## config.mk

```make
export PLATFORM = sky130hd
export DESIGN_NAME = usbh_report_arbiter
export DESIGN_NICKNAME = d
export VERILOG_FILES = /design/src/rtl/usbh_report_arbiter.sv
export SDC_FILE = /design/constraint.sdc
export NUM_CORES = 1
export LEC_CHECK = 0
export ABC_CLOCK_PERIOD_IN_PS = 6900
export CORE_UTILIZATION = 63
export DETAILED_ROUTE_END_ITERATION = 7
export GPL_TIMING_DRIVEN = 1
export PLACE_DENSITY = 0.93
export SYNTH_ARGS = -nofsm -noshare
export SYNTH_HDL_FRONTEND = slang
export SYNTH_SLANG_ARGS = --single-unit
```

## constraint.sdc

```tcl
create_clock -name i_clk -period 6.9 [get_ports i_clk]
set_input_delay 0.69 -clock i_clk [delete_from_list [all_inputs] [get_ports i_clk]]
set_output_delay 0.69 -clock i_clk [all_outputs]
set_load 0.02 [all_outputs]
```

## src/rtl/usbh_report_arbiter.sv

```systemverilog
// Shares one report decoder between two USB HID ports.
// Each port assembles up to 8 bytes into a 64-bit report. A completed report is parked in a
// per-port holding buffer (newest wins). A round-robin arbiter issues held reports to the
// decoder with a one-cycle strobe and captures the decoder's button output two edges later.
// A per-port watchdog drops the link state when no report completes for TIMEOUT_CYCLES.
// Ports:
//   i_clk, i_reset            clock, synchronous active-high reset
//   i_pN_data/valid/last      report byte stream of port N (N = 0, 1)
//   o_report, o_report_valid  report and strobe to the shared decoder
//   i_btn                     decoder button result, valid on the cycle after the strobe
//   o_btnN, o_connectedN      per-port button state and link-alive flag
module usbh_report_arbiter #(
  parameter int unsigned TIMEOUT_CYCLES = 1200000
) (
  input  logic        i_clk,
  input  logic        i_reset,
  input  logic [7:0]  i_p0_data,
  input  logic        i_p0_valid,
  input  logic        i_p0_last,
  input  logic [7:0]  i_p1_data,
  input  logic        i_p1_valid,
  input  logic        i_p1_last,
  output logic [63:0] o_report,
  output logic        o_report_valid,
  input  logic [11:0] i_btn,
  output logic [11:0] o_btn0,
  output logic [11:0] o_btn1,
  output logic        o_connected0,
  output logic        o_connected1
);

  localparam int unsigned WdW = $clog2(TIMEOUT_CYCLES + 1);
  localparam logic [WdW-1:0] WdMax = WdW'(TIMEOUT_CYCLES);

  typedef enum logic [1:0] {StIdle, StIssue, StCapture} state_e;

  state_e                 state_q, state_d;
  logic [1:0][3:0]        cnt_q, cnt_d;
  logic [1:0][63:0]       asm_q, asm_d;
  logic [1:0][63:0]       hold_q, hold_d;
  logic [1:0]             pend_q, pend_d;
  logic [1:0][WdW-1:0]    wdog_q, wdog_d;
  logic                   last_grant_q, last_grant_d;
  logic                   grant_q, grant_d;
  logic [63:0]            report_q, report_d;
  logic                   report_valid_q, report_valid_d;
  logic [1:0][11:0]       btn_q, btn_d;
  logic [1:0]             conn_q, conn_d;

  logic [1:0][7:0]        in_data;
  logic [1:0]             in_valid, in_last;
  logic [1:0]             done;
  logic [1:0][63:0]       done_buf;
  logic [1:0]             pend_clr;
  logic [1:0]             cap;
  logic                   g;

  assign in_data  = {i_p1_data, i_p0_data};
  assign in_valid = {i_p1_valid, i_p0_valid};
  assign in_last  = {i_p1_last, i_p0_last};

  // Byte assemblers: done_buf is the assembly buffer including this cycle's byte.
  always_comb begin
    cnt_d    = cnt_q;
    asm_d    = asm_q;
    done     = '0;
    done_buf = asm_q;
    for (int p = 0; p < 2; p++) begin
      if (in_valid[p]) begin
        if (cnt_q[p] < 4'd8) begin
          done_buf[p][{cnt_q[p][2:0], 3'b000} +: 8] = in_data[p];
          cnt_d[p] = cnt_q[p] + 4'd1;
        end
        if (in_last[p]) begin
          done[p]  = 1'b1;
          cnt_d[p] = '0;
          asm_d[p] = '0;
        end else begin
          asm_d[p] = done_buf[p];
        end
      end
    end
  end

  // Arbiter / issue FSM.
  always_comb begin
    state_d        = state_q;
    grant_d        = grant_q;
    last_grant_d   = last_grant_q;
    report_d       = report_q;
    report_valid_d = 1'b0;
    pend_clr       = '0;
    cap            = '0;
    g              = 1'b0;
    case (state_q)
      StIdle: begin
        if (|pend_q) begin
          g              = (pend_q[0] && pend_q[1]) ? ~last_grant_q : pend_q[1];
          grant_d        = g;
          last_grant_d   = g;
          report_d       = hold_q[g];
          pend_clr[g]    = 1'b1;
          report_valid_d = 1'b1;
          state_d        = StIssue;
        end
      end
      StIssue:   state_d = StCapture;
      StCapture: begin
        cap[grant_q] = 1'b1;
        state_d      = StIdle;
      end
      default:   state_d = StIdle;
    endcase
  end

  // Pending, watchdog and per-port outputs. A completion on the grant edge keeps pending set.
  always_comb begin
    pend_d = pend_q;
    hold_d = hold_q;
    wdog_d = wdog_q;
    btn_d  = btn_q;
    conn_d = conn_q;
    for (int p = 0; p < 2; p++) begin
      pend_d[p] = done[p] | (pend_q[p] & ~pend_clr[p]);
      if (done[p]) begin
        hold_d[p] = done_buf[p];
        wdog_d[p] = '0;
      end else if (wdog_q[p] != WdMax) begin
        wdog_d[p] = wdog_q[p] + WdW'(1);
      end
      // Capture takes priority over the timeout clear.
      if (cap[p]) begin
        btn_d[p]  = i_btn;
        conn_d[p] = 1'b1;
      end else if (wdog_d[p] == WdMax) begin
        btn_d[p]  = '0;
        conn_d[p] = 1'b0;
      end
    end
  end

  always_ff @(posedge i_clk) begin
    if (i_reset) begin
      state_q        <= StIdle;
      cnt_q          <= '0;
      asm_q          <= '0;
      hold_q         <= '0;
      pend_q         <= '0;
      wdog_q         <= '0;
      last_grant_q   <= 1'b1;
      grant_q        <= 1'b0;
      report_q       <= '0;
      report_valid_q <= 1'b0;
      btn_q          <= '0;
      conn_q         <= '0;
    end else begin
      state_q        <= state_d;
      cnt_q          <= cnt_d;
      asm_q          <= asm_d;
      hold_q         <= hold_d;
      pend_q         <= pend_d;
      wdog_q         <= wdog_d;
      last_grant_q   <= last_grant_d;
      grant_q        <= grant_d;
      report_q       <= report_d;
      report_valid_q <= report_valid_d;
      btn_q          <= btn_d;
      conn_q         <= conn_d;
    end
  end

  assign o_report       = report_q;
  assign o_report_valid = report_valid_q;
  assign o_btn0         = btn_q[0];
  assign o_btn1         = btn_q[1];
  assign o_connected0   = conn_q[0];
  assign o_connected1   = conn_q[1];

endmodule

```

## Yosys cells after proc, flatten, opt, wreduce, memory -nomap -nowiden

Cells that the tools add are included.

| word-level totals | value |
|---|---|
| word-level logic and storage cells | 103 |
| bits in registers | 403 |
| output and inout port bits | 91 |

| cells by class | value |
|---|---|
| eq/ne operators | 7 |
| shifts and indexed selects | 4 |
| order comparisons | 6 |
| reductions and logical operators | 13 |
| $add $sub $neg | 6 |
| bitwise gates (word level) | 8 |
| muxes and demuxes | 41 |

Operator list:

| cell | count |
|---|---|
| $mux 64 | 8 |
| $bwmux 64 | 2 |
| $shift 8x8->64 const A | 2 |
| $shiftx 8x8->64 | 2 |
| $mux 21 | 4 |
| $mux 12 | 4 |
| $add 21x1->21 const B | 2 |
| $eq 21x21->1 const B | 2 |
| $ne 21x21->1 const B | 2 |
| $mux 4 | 4 |
| $neg 6->8 | 2 |
| $mux 1 | 12 |
| $add 4x1->4 const B | 2 |
| $lt 4x4->1 const B | 2 |
| $mux 2 | 4 |
| $reduce_bool 2->1 | 4 |
| $reduce_and 2->1 | 3 |
| $lt 1x2->1 const B | 2 |
| $not 1->1 | 4 |
| $pmux 2 s2 | 1 |
| $reduce_or 2->1 | 2 |
| $logic_and 1x1->1 | 3 |
| $and 1x1->1 | 2 |
| $demux 1 s1 | 2 |
| other kinds (6) | 8 |

## Longest topological paths before layout

| logic depth | value |
|---|---|
| depth in word-level cells | 11 |
| depth in mapped cells | 11 |

## Worst setup path before layout

No wires, ideal clock.

| path | value |
|---|---|
| kind | register -> register |
| start point | register cnt_q[0] (netlist name) |
| end point | register hold_q[2] (netlist name) |
| cell stages (with the launch flop) | 10 |
| setup time | 0.137 ns |
| buffers on the path | 3 |
| path slack | 3.992 ns |
| required time | 6.763 ns |
| period minus slack after synthesis | 2.908 ns |
| data arrival time | 2.771 ns |
| cell sequence | dfxtp_1 clkbuf_1 inv_1 ha_1 clkbuf_1 or4_1 nor4b_1 clkbuf_1 mux2i_1 a211oi_1 |

| on the way | value |
|---|---|
| longest elaborated chain between the ends | 5 |
| elaborated cells between the ends (all ways) | 7 |
| those cells by class | add/sub (1); order compare (1); shift (2); mux (3) |

Ends and longest elaborated chain:

| element | RTL line | RTL |
|---|---|---|
| from (decl) | 38 | `logic [1:0][3:0] cnt_q, cnt_d;` |
| from (signal assigned) | 158 | `cnt_q <= cnt_d;` |
| $neg 6->8 | 71 | `done_buf[p][{cnt_q[p][2:0], 3'b000} +: 8] = in_data[p];` |
| $shiftx 8x8->64 / $shift 8x8->64 (equally long branches) | 71 |  |
| $bwmux 64 | 71 |  |
| $mux 64 (*) | 70 | `if (cnt_q[p] < 4'd8) begin` |
| $mux 64 (*) | 69 | `if (in_valid[p]) begin` |
| to (signal assigned) | 160 | `hold_q <= hold_d;` |
| to (decl) | 40 | `logic [1:0][63:0] hold_q, hold_d;` |

Every way passes the cells marked *; elsewhere a longest branch is shown, timed or not.
A chain may end at the register's enable or synchronous reset.

## Final worst setup path

| path | value |
|---|---|
| start point | register cnt_q[4] (netlist name) |
| end point | register asm_q[70] (netlist name) |

| on the way | value |
|---|---|
| longest elaborated chain between the ends | 5 |
| elaborated cells between the ends (all ways) | 7 |
| those cells by class | add/sub (1); order compare (1); shift (2); mux (3) |

Ends and longest elaborated chain:

| element | RTL line | RTL |
|---|---|---|
| $neg 6->8 | 71 |  |
| $shiftx 8x8->64 / $shift 8x8->64 (equally long branches) | 71 |  |
| $bwmux 64 | 71 |  |
| $mux 64 (*) | 70 |  |
| $mux 64 (*) | 74 | `if (in_last[p]) begin` |
| to (signal assigned) | 159 | `asm_q <= asm_d;` |
| to (decl) | 39 | `logic [1:0][63:0] asm_q, asm_d;` |

Marked as above.

==> qor.json <==
{
  "critical_path_class": "reg -> reg",
  "design.portCount": 125,
  "area.growth.synth_to_final_pct": 14.6,
  "cts.repair_timing.setup_buffer_count": 0,
  "fmaxAchievable_ghz": 0.255,
  "finalHoldViolations": 0,
  "die_w_um": 164,
  "globalplace.congestion": 0.896,
  "average_footprint_of_a_synthesized_cell_um2": 8.75,
  "drt_drc_violations_left": 2,
  "final_net_count": 1948,
  "register_share_of_total_power": 0.492,
  "fin_crit_sh": 0.568,
  "ys_async_sr_fraction": 0,
  "period_minus_slack_ns": 3.92,
  "max_slew.worst_pin.slew_ns": 1.33,
  "path_clk_slew_ns": 0.07,
  "vdd_drop_max_v": 0.000268,
  "initial_utilization": 0.649,
  "cell_with_the_largest_stage_delay_on_the_worst_path": "sky130_fd_sc_hd__ha_1",
  "outcome": "complete, but fails checks",
  "initial_antenna_violation_count": 0,
  "n_antenna_cell": 0,
  "pwr-share-clk": 0.413,
  "syn_nets": 1935,
  "layout.cell_area.non_filler_um2": 19000,
  "placement.cell_area_um2": 17700,
  "rows": 58,
  "synth_flop_cell": "sky130_fd_sc_hd__dfxtp_1",
  "power.combinational.fraction": 0.095,
  "number_of_enable_type_register_cells_in_the_synthesized_netlist": 0,
  "layout.cells.non_filler": 2261,
  "cts_hold_repair.buffers": 0,
  "core_area_um2": 25500,
  "clkLatencyLatePin_ns": 0.53,
  "clockRootBuffer": "sky130_fd_sc_hd__clkbuf_16",
  "slew-limit-headroom": 0.108,
  "maxCapViolations": 0,
  "timing.final.max_slew_violations": 0,
  "power_density_nw_per_um2": 265,
  "routed-via-count": 15000,
  "ant_nets": 0,
  "final-setup-viol-count": 0,
  "post_drt_wl_per_cell_um": 21.3,
  "routed_wl_um": 48100,
  "cts_resized": 0,
  "grt_overflow": 0,
  "first_iter_violations": 2256,
  "worst-path-max-fanout": 17,
  "power_leakage_nw": 6.38,
  "warning_count_from_the_yosys_run": 0,
  "die_area_um2": 26900,
  "synthCells": 1891,
  "grt_setup_unrepaired": "no",
  "tritoncts": "done",
  "cpPeakStageDelay_ns": 0.77,
  "firstDrtPassIters": 8,
  "grt_pass1_vias": 14100,
  "synth_seq_area_share": 0.488,
  "die_height_um": 164,
  "post-dp-hpwl_um": 30400,
  "p_sw_frac": 0.254,
  "required_ns": 7.35,
  "crit_path_start_kind": "register",
  "tns_ns": 0,
  "viasPerCell": 6.64,
  "synth.ff_latch_count": 403,
  "failed_checks": "design-rule violations",
  "io_buffers": 124,
  "cts_made_buffers": 39,
  "min_path_type": "reg -> reg",
  "final.setup_skew_ns": 0.0188,
  "grt_start_max_net_pins": 141,
  "global_route.usage.total": 0.356,
  "worstSetupEndpointType": "register",
  "timing.critical_path.arrival_ns": 4.36,
  "ctsLongestPathBuffers": 3,
  "power_switching_w": 0.00128,
  "layout.core_utilization": 0.744,
  "cts.htree.levels": 2,
  "place_inst": 2193,
  "timing.critical_path.cells": "inv_1, ha_1, nor3_1, nand4bb_1, clkinv_1, o21ai_1, a22oi_1, nor2_1",
  "internal_power_w": 0.00375,
  "clkSinkCount": 403,
  "syn-cell-area_um2": 16500,
  "layout-drive-gt1-share": 0.0482,
  "global_route_wire_length_before_repair_um": 75300,
  "synth.lib_cells_used.distinct": 56
}
-- worst paths after layout --
path,cells past startpoint,from,slack [ns],end
min reg2reg,1,state_q[1]$_SDFFE_PP0P_,0.46,state_q[1]$_SDFFE_PP0P_
max reg2reg,8,cnt_q[4]$_SDFFE_PP0P_,2.98,asm_q[70]$_SDFFE_PP0P_
min,1,state_q[1]$_SDFFE_PP0P_,0.46,state_q[1]$_SDFFE_PP0P_
max,8,cnt_q[4]$_SDFFE_PP0P_,2.98,asm_q[70]$_SDFFE_PP0P_
-- cell usage after synthesis (all sizes together), types with 19 or more instances --
cell type | number | area share
a211oi | 91 | 0.041
a21oi | 52 | 0.016
a222oi | 63 | 0.038
a22oi | 115 | 0.052
a311oi | 39 | 0.021
and2 | 33 | 0.012
buf | 22 | 0.0061
clkbuf | 143 | 0.032
dfxtp | 403 | 0.49
inv | 22 | 0.0050
mux2i | 59 | 0.036
nand2 | 141 | 0.032
nand3 | 29 | 0.0088
nor2 | 415 | 0.094
nor3 | 24 | 0.0076
o21ai | 30 | 0.0091
xor2 | 19 | 0.010
-- per-stage QoR --
step / power (W) / hold WS (ns) / setup slack [ns]
global placement: 0.00296 / 0.439 / 3.28
global route: 0.00516 / 0.491 / 2.73
detailed placement: 0.00298 / 0.453 / 3.12
finish: 0.00503 / 0.463 / 2.98
CTS: 0.00502 / 0.461 / 3.19
floorplan: 0.00280 / 0.428 / 3.99
-- power by group through the flow --
stage	sequential (W)	combinational [W]	clock (W)
detailed placement	0.00252	0.000461	0
CTS	0.00247	0.000465	0.00208
floorplan	0.00252	0.000282	0
global route	0.00248	0.000512	0.00217
global placement	0.00252	0.000447	0
finish	0.00247	0.000478	0.00208
-- metal layers --
layer  global-route usage  up-vias  wire length, µm
met1                0.440     7023            18100
li1                     -     6846                -
met4                0.200        0             2850
met3               0.0727      192             5280
met5                    0        -                0
met2                0.579      957            21800
-- kinds of logic (layout without fill, tap and decap cells) --
family | after synthesis | count (layout) | share of synthesized area
simple gates | 737 | 737 | 0.196
xor+xnor | 37 | 37 | 0.0196
flops | 403 | 403 | 0.488
fa+ha+maj | 10 | 10 | 0.00756
mux | 60 | 60 | 0.0364
compound gates | 453 | 453 | 0.209
buf+inv | 191 | 231 | 0.0444
-- layout make-up --
| cell class | count | area, µm² |
|---|---|---|
| clock buffer | 55 | 1140 |
| tap | 330 | 413 |
| sequential | 403 | 8070 |
| timing repair buffer | 137 | 1340 |
| clock inverter | 13 | 96.3 |
| inverter | 26 | 97.6 |
| multi-input combinational | 1297 | 7800 |
| fill | 1708 | 6510 |
-- sequential cells by signal (all words and copies together) (netlist names) --
register and count:
o_btn1 12, grant_q 1, o_report_valid 1, asm_q 128, conn_q 2, wdog_q 42
last_grant_q 1, hold_q 128, o_btn0 12, o_report 64, pend_q 2, state_q 2
cnt_q 8
-- layout by cell type, fill, tap and decap left out, types with 15 or more instances in the layout --
cell type / netlist / layout
sky130_fd_sc_hd__and2_1: 33 / 30
sky130_fd_sc_hd__a222oi_1: 63 / 63
sky130_fd_sc_hd__a21oi_1: 52 / 52
sky130_fd_sc_hd__clkbuf_16: 0 / 41
sky130_fd_sc_hd__clkdlybuf4s50_1: 0 / 123
sky130_fd_sc_hd__a32oi_1: 15 / 15
sky130_fd_sc_hd__nor2b_1: 16 / 16
sky130_fd_sc_hd__o21ai_0: 15 / 15
sky130_fd_sc_hd__xor2_1: 19 / 19
sky130_fd_sc_hd__inv_1: 22 / 22
sky130_fd_sc_hd__dfxtp_1: 403 / 403
sky130_fd_sc_hd__a211oi_1: 91 / 91
sky130_fd_sc_hd__a22oi_1: 115 / 115
sky130_fd_sc_hd__nor2_1: 415 / 414
sky130_fd_sc_hd__mux2i_1: 59 / 59
sky130_fd_sc_hd__nand2_1: 141 / 141
sky130_fd_sc_hd__a311oi_1: 39 / 39
sky130_fd_sc_hd__xnor2_1: 18 / 18
sky130_fd_sc_hd__nor3_1: 23 / 22
sky130_fd_sc_hd__nand3_1: 29 / 29
-- critical path, delay by kind of cell, from the launching register on --
family | cells | cell delay (ns)
compound gates | 2 | 0.92
fa+ha+maj | 1 | 0.77
buf+inv | 2 | 0.74
simple gates | 3 | 0.71
flops | 1 | 0.69
(Power assumes the default switching activity.)
